===== config.mk =====
export PLATFORM = sky130hd
export DESIGN_NAME = wavepool_instr_queue
export DESIGN_NICKNAME = d
export VERILOG_FILES = /design/src/rtl/wavepool_instr_queue.sv
export SDC_FILE = /design/constraint.sdc
export NUM_CORES = 1
export LEC_CHECK = 0
export BUFFER_PORTS_ARGS = -buffer_cell sky130_fd_sc_hd__clkbuf_2
export CORE_UTILIZATION = 40
export CTS_CLUSTER_DIAMETER = 200
export DETAILED_ROUTE_END_ITERATION = 7
export PLACE_DENSITY = 0.67
export SLEW_MARGIN = 25
export SYNTH_ARGS = -nofsm -noshare
export SYNTH_HDL_FRONTEND = slang
export SYNTH_SLANG_ARGS = --single-unit
export TNS_END_PERCENT = 100

===== constraint.sdc =====
create_clock -name clk -period 12.2 [get_ports clk]
set_input_delay 2.44 -clock clk [delete_from_list [all_inputs] [get_ports clk]]
set_output_delay 2.44 -clock clk [all_outputs]
set_load 0.01 [all_outputs]

===== src/rtl/wavepool_instr_queue.sv =====
// Per-CU wavepool instruction queue: circular buffer of fetched instructions with wave context,
// per-wfid flush, decode stall. Define WAVEPOOL_IQ_STATS_EN to add issued/killed counters.
module wavepool_instr_queue #(
    parameter int DEPTH = 8,
    parameter int PTR_W = 3
) (
    input  logic             clk,
    input  logic             rst,
    input  logic             fetch_valid,
    output logic             fetch_ready,
    input  logic [31:0]      fetch_pc,
    input  logic [31:0]      fetch_instr,
    input  logic [5:0]       fetch_wfid,
    input  logic [9:0]       fetch_vgpr_base,
    input  logic [8:0]       fetch_sgpr_base,
    input  logic [15:0]      fetch_lds_base,
    input  logic             decode_stall,
    input  logic             flush_valid,
    input  logic [5:0]       flush_wfid,
    output logic             wave_instr_valid,
    output logic [31:0]      wave_instr_pc,
    output logic [31:0]      wave_instr,
    output logic [5:0]       wave_wfid,
    output logic [9:0]       wave_vgpr_base,
    output logic [8:0]       wave_sgpr_base,
    output logic [15:0]      wave_lds_base,
    output logic [PTR_W:0]   queue_count
`ifdef WAVEPOOL_IQ_STATS_EN
    ,
    output logic [31:0]      stat_issued,
    output logic [31:0]      stat_killed
`endif
);

    localparam logic [PTR_W:0]   FULL_COUNT = (PTR_W + 1)'(DEPTH);
    localparam logic [PTR_W:0]   CNT_ONE    = (PTR_W + 1)'(1);
    localparam logic [PTR_W-1:0] PTR_ONE    = PTR_W'(1);

    logic [PTR_W-1:0] rd_ptr_q, wr_ptr_q;
    logic [PTR_W:0]   count_q;
    logic [DEPTH-1:0] live_q;

    logic [31:0] pc_q    [DEPTH];
    logic [31:0] instr_q [DEPTH];
    logic [5:0]  wfid_q  [DEPTH];
    logic [9:0]  vgpr_q  [DEPTH];
    logic [8:0]  sgpr_q  [DEPTH];
    logic [15:0] lds_q   [DEPTH];

    logic non_empty, head_flushed, head_hit, push, pop;

    always_comb begin
        fetch_ready      = (count_q < FULL_COUNT);
        non_empty        = (count_q != '0);
        head_flushed     = flush_valid && (wfid_q[rd_ptr_q] == flush_wfid);
        head_hit         = non_empty && live_q[rd_ptr_q] && !head_flushed;
        wave_instr_valid = head_hit && !decode_stall;
        push             = fetch_valid && fetch_ready;
        // Dead or flushed heads drain even under decode_stall.
        pop              = non_empty && (!head_hit || !decode_stall);
    end

    always_comb begin
        wave_instr_pc  = '0;
        wave_instr     = '0;
        wave_wfid      = '0;
        wave_vgpr_base = '0;
        wave_sgpr_base = '0;
        wave_lds_base  = '0;
        if (wave_instr_valid) begin
            wave_instr_pc  = pc_q[rd_ptr_q];
            wave_instr     = instr_q[rd_ptr_q];
            wave_wfid      = wfid_q[rd_ptr_q];
            wave_vgpr_base = vgpr_q[rd_ptr_q];
            wave_sgpr_base = sgpr_q[rd_ptr_q];
            wave_lds_base  = lds_q[rd_ptr_q];
        end
    end

    assign queue_count = count_q;

    always_ff @(posedge clk) begin
        if (rst) begin
            rd_ptr_q <= '0;
            wr_ptr_q <= '0;
            count_q  <= '0;
            live_q   <= '0;
        end else begin
            if (flush_valid) begin
                for (int unsigned i = 0; i < unsigned'(DEPTH); i++) begin
                    if (wfid_q[i] == flush_wfid) live_q[i] <= 1'b0;
                end
            end
            // Push overrides the flush clear on the (unoccupied) write slot.
            if (push) begin
                live_q[wr_ptr_q] <= !(flush_valid && (fetch_wfid == flush_wfid));
                wr_ptr_q         <= wr_ptr_q + PTR_ONE;
            end
            if (pop) rd_ptr_q <= rd_ptr_q + PTR_ONE;
            unique case ({push, pop})
                2'b10:   count_q <= count_q + CNT_ONE;
                2'b01:   count_q <= count_q - CNT_ONE;
                default: count_q <= count_q;
            endcase
        end
    end

    always_ff @(posedge clk) begin
        if (push) begin
            pc_q[wr_ptr_q]    <= fetch_pc;
            instr_q[wr_ptr_q] <= fetch_instr;
            wfid_q[wr_ptr_q]  <= fetch_wfid;
            vgpr_q[wr_ptr_q]  <= fetch_vgpr_base;
            sgpr_q[wr_ptr_q]  <= fetch_sgpr_base;
            lds_q[wr_ptr_q]   <= fetch_lds_base;
        end
    end

`ifdef WAVEPOOL_IQ_STATS_EN
    always_ff @(posedge clk) begin
        if (rst) begin
            stat_issued <= '0;
            stat_killed <= '0;
        end else begin
            if (wave_instr_valid)     stat_issued <= stat_issued + 32'd1;
            if (pop && !head_hit)     stat_killed <= stat_killed + 32'd1;
        end
    end
`endif

endmodule


# --- Word level (Yosys, flattened, before mapping) ---
# Memory sizes are Yosys's and may differ from the RTL's. A register that Yosys moved wholly into a read port is not among the register bits.
# Cells that the tools add are included.
totals:
  memories: 6
  regBits: 18
  ram_bits: 840
  wordCells: 82
  output_inout_bits: 111
mem_list:
  columns: ["name", "depth", "width", "read_ports", "rd_ports_with_merged_regs", "wr", "line", "rtl"]
  rows:
  - ["instr_q", 8, 32, 1, 1, 1, "44", "logic [31:0] instr_q [DEPTH];"]
  - ["pc_q", 8, 32, 1, 1, 1, "43", "logic [31:0] pc_q [DEPTH];"]
  - ["lds_q", 8, 16, 1, 1, 1, "48", "logic [15:0] lds_q [DEPTH];"]
  - ["vgpr_q", 8, 10, 1, 1, 1, "46", "logic [9:0] vgpr_q [DEPTH];"]
  - ["sgpr_q", 8, 9, 1, 1, 1, "47", "logic [8:0] sgpr_q [DEPTH];"]
  - ["wfid_q", 8, 6, 9, 1, 1, "45", "logic [5:0] wfid_q [DEPTH];"]
op_classes:
  mux: 37
  add_sub_neg: 4
  order_cmp: 4
  eq_ne: 12
  reduce_logical: 15
op_table:
  columns: ["cell", "count"]
  rows:
  - ["$mux 32", 2]
  - ["$eq 6x6->1", 10]
  - ["$mux 3", 12]
  - ["$mux 8", 3]
  - ["$mux 16", 1]
  - ["$mux 1", 12]
  - ["$mux 10", 1]
  - ["$mux 9", 1]
  - ["$bwmux 8", 1]
  - ["$logic_and 1x1->1", 8]
  - ["$lt 3x4->1 const B", 2]
  - ["$pmux 4 s2", 1]
  - ["$add 3x1->3 const B", 2]
  - ["$mux 6", 1]
  - ["$add 4x1->4 const B", 1]
  - ["$logic_not 1->1", 4]
  - ["$lt 4x4->1 const B", 1]
  - ["$reduce_bool 4->1", 1]
  - ["$sub 4x1->4 const B", 1]
  - ["$bmux 1 s3", 1]
  - ["$demux 1 s3", 1]
  - ["$ge 3x1->1 const B", 1]
  - ["$eq 2x1->1 const B", 1]
  - ["$eq 2x2->1 const B", 1]
  - ["2 further kinds", 2]

# --- Depth between registers and ports, before layout ---
depth:
  ltp_word: 9
  ltp_mapped: 17

# --- Worst setup path before layout ---
# No wires, ideal clock.
synth_timing:
  path_kind: "input port to flip-flop"
  startpoint: "input port fetch_valid"
  endpoint: "memory instr_q[0][0], enable pin"
  arrival_time_ns: 10.112
  stages: 4
  required_ns: 11.498
  setup_slack_ns: 1.386
  path_cell_list: "nor2b_1 -> clkbuf_1 -> nand2b_1 -> nor3_1"
synth_between:
  elab_chain_len: 3
synth_lines:
  columns: ["element", "line", "rtl"]
  rows:
  - ["start: declaration", "9", "input logic fetch_valid,"]
  - ["$logic_and 1x1->1", "58", "push = fetch_valid && fetch_ready;"]
  - ["$mux 1", "109", "if (push) begin"]
  - ["$mux 1 (implied by the code)", "111", "instr_q[wr_ptr_q] <= fetch_instr;"]
  - ["end: declaration", "44", null]
# Every way passes these cells.

==> impl.org <==
** Die
- In this run the horizontal extent of the chip is 292 µm.
- FP Rows :: 105
- Height of the die :: just under 300 µm
- Starting Density :: 0.407
- Core Area :: 82500 µm²
- The die covers 85000 µm².
- During I/O placement, the number of pins put on the boundary was roughly 230.

** Synthesis
- Number of cells produced by synthesis :: 1567
- For this run, the register share of the synthesized area comes to 0.764.
- Yosys printed 0 warnings.
- After synthesis, the largest family of logic cells by area is multiplexers.
- Number of synthesized register bits :: 861
- After synthesis the cells add up to 33600 µm².
- XOR/XNOR Fraction of Synth Area :: 0.0157
- Yosys mapped a number of flops with a built-in enable equal to 840.
- A synthesized cell averages 21.4 µm².
- Of all flip-flops after synthesis, the portion carrying an async set or reset was 0.
- The synthesized netlist contains 38 unique library cells.
- Top flip-flop cell by instance count after synthesis :: edfxtp_1
- The portion of synthesized area spent on multiplexers is 0.173.
- Synthesized netlist net count :: 1688
- Basic-gate share of the synthesized area counting and, or, nand and nor cells :: 0.0236
- Synthesized-area fraction occupied by ao, oa, aoi and oai cells :: 0.00899
- Of the total synthesized cell area, the portion taken by full adders, half adders and majority gates is 0.00186.

** Global route
- For this run the aggregate overflow at the end of global routing stands at 0.
- Total routing usage reported by global routing :: 0.171
- Pin count of the biggest net entering global routing :: 71
- The number of global-route vias before repair came to 16900.
- Initial antenna violation count :: 7
- The first global-routing pass estimated approximately 110000 µm of wire.

** Clocking
- Clock slew at reported path FFs :: approximately 0.060 ns
- Clk sinks :: between 800 and 900
- Deepest clock path buffer count :: 3
- The later pin in the worst-skew pair is clocked with a latency of between 0.6 and 0.7 ns.
- Total clock buffers created by CTS :: between 90 and 100
- Clk root buf :: clkbuf_16
- Count of instances resized after the clock tree is built :: 0
- TritonCTS clock tree :: done
- In this run the number of H-tree levels came out at 3.
- For this design, the CTS-stage hold fixing added 0 buffers.
- Count of buffers added by post-CTS timing repair for setup :: 0

** Final layout
- After routing the design area is 38900 µm².
- After filler insertion, the fill cell instance count of the layout stands at 6807.
- Final core utilization :: 0.471
- Fraction of final layout cells sized beyond drive strength 1 :: 0.315
- From synthesis to final layout, the design area changed by 15.8%.
- In the final design database the tool counted 1960 nets.

** Detailed routing
- Vias :: around 16000
- Once detail routing completed, the nets flagged for antenna violations numbered 0.
- Dividing the detail-routed via count by the number of cells gives 5.37.
- Iteration count of the initial detailed-routing pass :: 5
- Initial DRC count :: 1209
- DR DRC count :: 0
- Dividing the detail-routed wire length by the instance count gives 24.1 µm.
- After detailed routing, the total wire length is 72000 µm.

** Timing
- Sum of negative setup slack :: 0 ns
- For the final database, setup skew stands at 0.0139 ns.
- In the finished design, the share of the clock period the worst path needs comes to 0.657.
- Normalized max-slew margin :: 0.344
- Final Slew Violations :: 0
- Minimum clock period :: 8.01 ns
- Number of failing hold endpoints at the final stage :: 0
- At the pin with the least slew margin, the transition time is 0.984 ns.
- Number of setup violations in the final report :: 0
- Achievable Freq :: 125 MHz
- Unrepaired setup endpoints after global routing :: false

** Pwr
- For this design the static power due to leakage is 0.0124 µW.
- Largest vdd supply drop :: about 0.15 mV
- Power density relative to cell area :: 201 nW/µm²
- Power after layout :: around 7800 µW

** Placed design
- Once detailed placement completed, the half-perimeter wirelength came to 40700 µm.
- The congestion estimate from routability-driven global placement came to 0.852.
- The count of buffers added on input and output ports is ~230.
- Post-Place Cell Area :: 36000 µm²

** Worst hold path
- The path class of the tightest hold or removal check is reg -> reg.

** Worst setup path
- Type of destination of the critical path :: primary output
- Critical path data required time :: 9.76 ns
- Launching element type of the critical path :: flop
- CP Max Fanout :: a little under 60
- Data on the critical path arrives at its endpoint at 5.57 ns.
- The critical path is of the reg -> out type.

** Run status
- The run finished with clean final reports.

** Run
- # Max-Cap Violations :: 0
[path summary, 6_finish.rpt]
kind,end,slack (ns),start,depth (start not counted)
max reg2reg,queue_count[2],7.27,flop,15
min,flop,0.55,rd_ptr_q[1],2
min reg2reg,flop,0.55,rd_ptr_q[1],2
max,wave_instr_pc[13],4.19,flop,10
[sequential cells by signal, indices dropped and copies added (netlist names), named ones only]
| signal | cells |
|---|---|
| rd_ptr_q | 3 |
| live_q | 8 |
| instr_q | 256 |
| lds_q | 128 |
| pc_q | 256 |
| wfid_q | 48 |
| queue_count | 4 |
| wr_ptr_q | 3 |
| sgpr_q | 72 |
| vgpr_q | 80 |
[placed cells by master, fill, tap and decap left out, types with 3 or more instances in the layout]
cell type and count:
a21oi_1 11, a22o_1 8, a22oi_1 5, buf_4 31, buf_6 3, bufinv_16 4, clkbuf_1 20, clkbuf_16 93
clkbuf_2 226, clkbuf_8 4, clkinv_1 19, clkinv_2 14, dfxtp_1 18, dfxtp_4 3, edfxtp_1 840, ha_1 5
inv_1 4, mux2_2 3, mux2i_1 127, mux4_2 200, nand2_1 6, nand2b_1 5, nand4_1 10, nor2_1 126
nor2_4 6, nor2b_1 6, nor3_1 8, o21ai_0 5, o41ai_1 8, or3_1 4, xnor2_1 29, xor2_1 31
[logic make-up (layout without fill, tap and decap cells)]
group,Yosys count,count (layout)
xor+xnor,60,60
mux,330,330
compound gates,43,43
other cells,0,2
flops,861,861
simple gates,182,182
buf+inv,86,428
fa+ha+maj,5,5
[worst max-delay path: stages, from the launching register on]
cell and delay, ns:
dfxtp_4 0.70, buf_4 0.80, nor2b_1 0.49, a22oi_1 0.16
nand2_1 0.29, xnor2_1 0.15, nor4_2 0.42, nand2b_4 0.67
buf_4 0.63, nor2_1 0.17, clkbuf_2 0.17
[cells in the mapped netlist, types with 2 or more instances]
cell type,n,share of area
a21oi_1,11,0.0016
a22o_1,8,0.0021
a22oi_1,5,0.0011
buf_1,10,0.0011
buf_2,19,0.0028
buf_4,2,0.00045
buf_6,8,0.0027
clkbuf_1,43,0.0048
dfxtp_1,21,0.013
edfxtp_1,840,0.75
ha_1,5,0.0019
inv_1,4,0.00045
mux2_2,3,0.0010
mux2i_1,127,0.038
mux4_2,200,0.13
nand2_1,6,0.00067
nand2b_1,6,0.0011
nand3b_1,2,0.00045
nand4_1,10,0.0019
nor2_1,132,0.015
nor2b_1,6,0.0011
nor3_1,10,0.0015
o21ai_0,5,0.00075
o21ai_1,2,0.00030
o41ai_1,8,0.0021
or3_1,4,0.00075
xnor2_1,29,0.0076
xor2_1,31,0.0081
[power breakdown]
group | switching (µW) | internal [µW] | total [µW]
sequential | 87.3 | 3450 | 3540
combinational | 873 | 756 | 1630
clock | 1110 | 1510 | 2630
[metal layers]
| metal | global-route usage | part of all wire | vias up |
|---|---|---|---|
| met5 | 0 | 0.0010 | - |
| met4 | 0.0440 | 0.017 | 10 |
| met3 | 0.0318 | 0.054 | 99 |
| met2 | 0.282 | 0.50 | 435 |
| met1 | 0.234 | 0.43 | 8465 |
| li1 | - | - | 6993 |
[area by class of cell]
class / instances / area (µm²) / area share
flip-flops and latches: 861 / 25700 / 0.660
multi-input cells: 620 / 7550 / 0.194
clock buffers: 117 / 2460 / 0.0632
repair buffers: 261 / 1430 / 0.0367
well taps: 1070 / 1340 / 0.0345
clock inverters: 46 / 400 / 0.0103
inverters: 4 / 15.0 / 0.000386
diodes: 2 / 5.00 / 0.000129
[through the flow]
| step | hold WS [ns] | cells | setup slack (ns) |
|---|---|---|---|
| detailed placement | 0.546 | 2815 | 4.47 |
| global route | 0.600 | 2979 | 3.87 |
| CTS | 0.557 | 2978 | 3.84 |
| global placement | 0.520 | 2815 | 4.65 |
| finish | 0.550 | 2981 | 4.19 |
| floorplan | 0.501 | 1567 | 1.39 |
(Power assumes the default switching activity.)
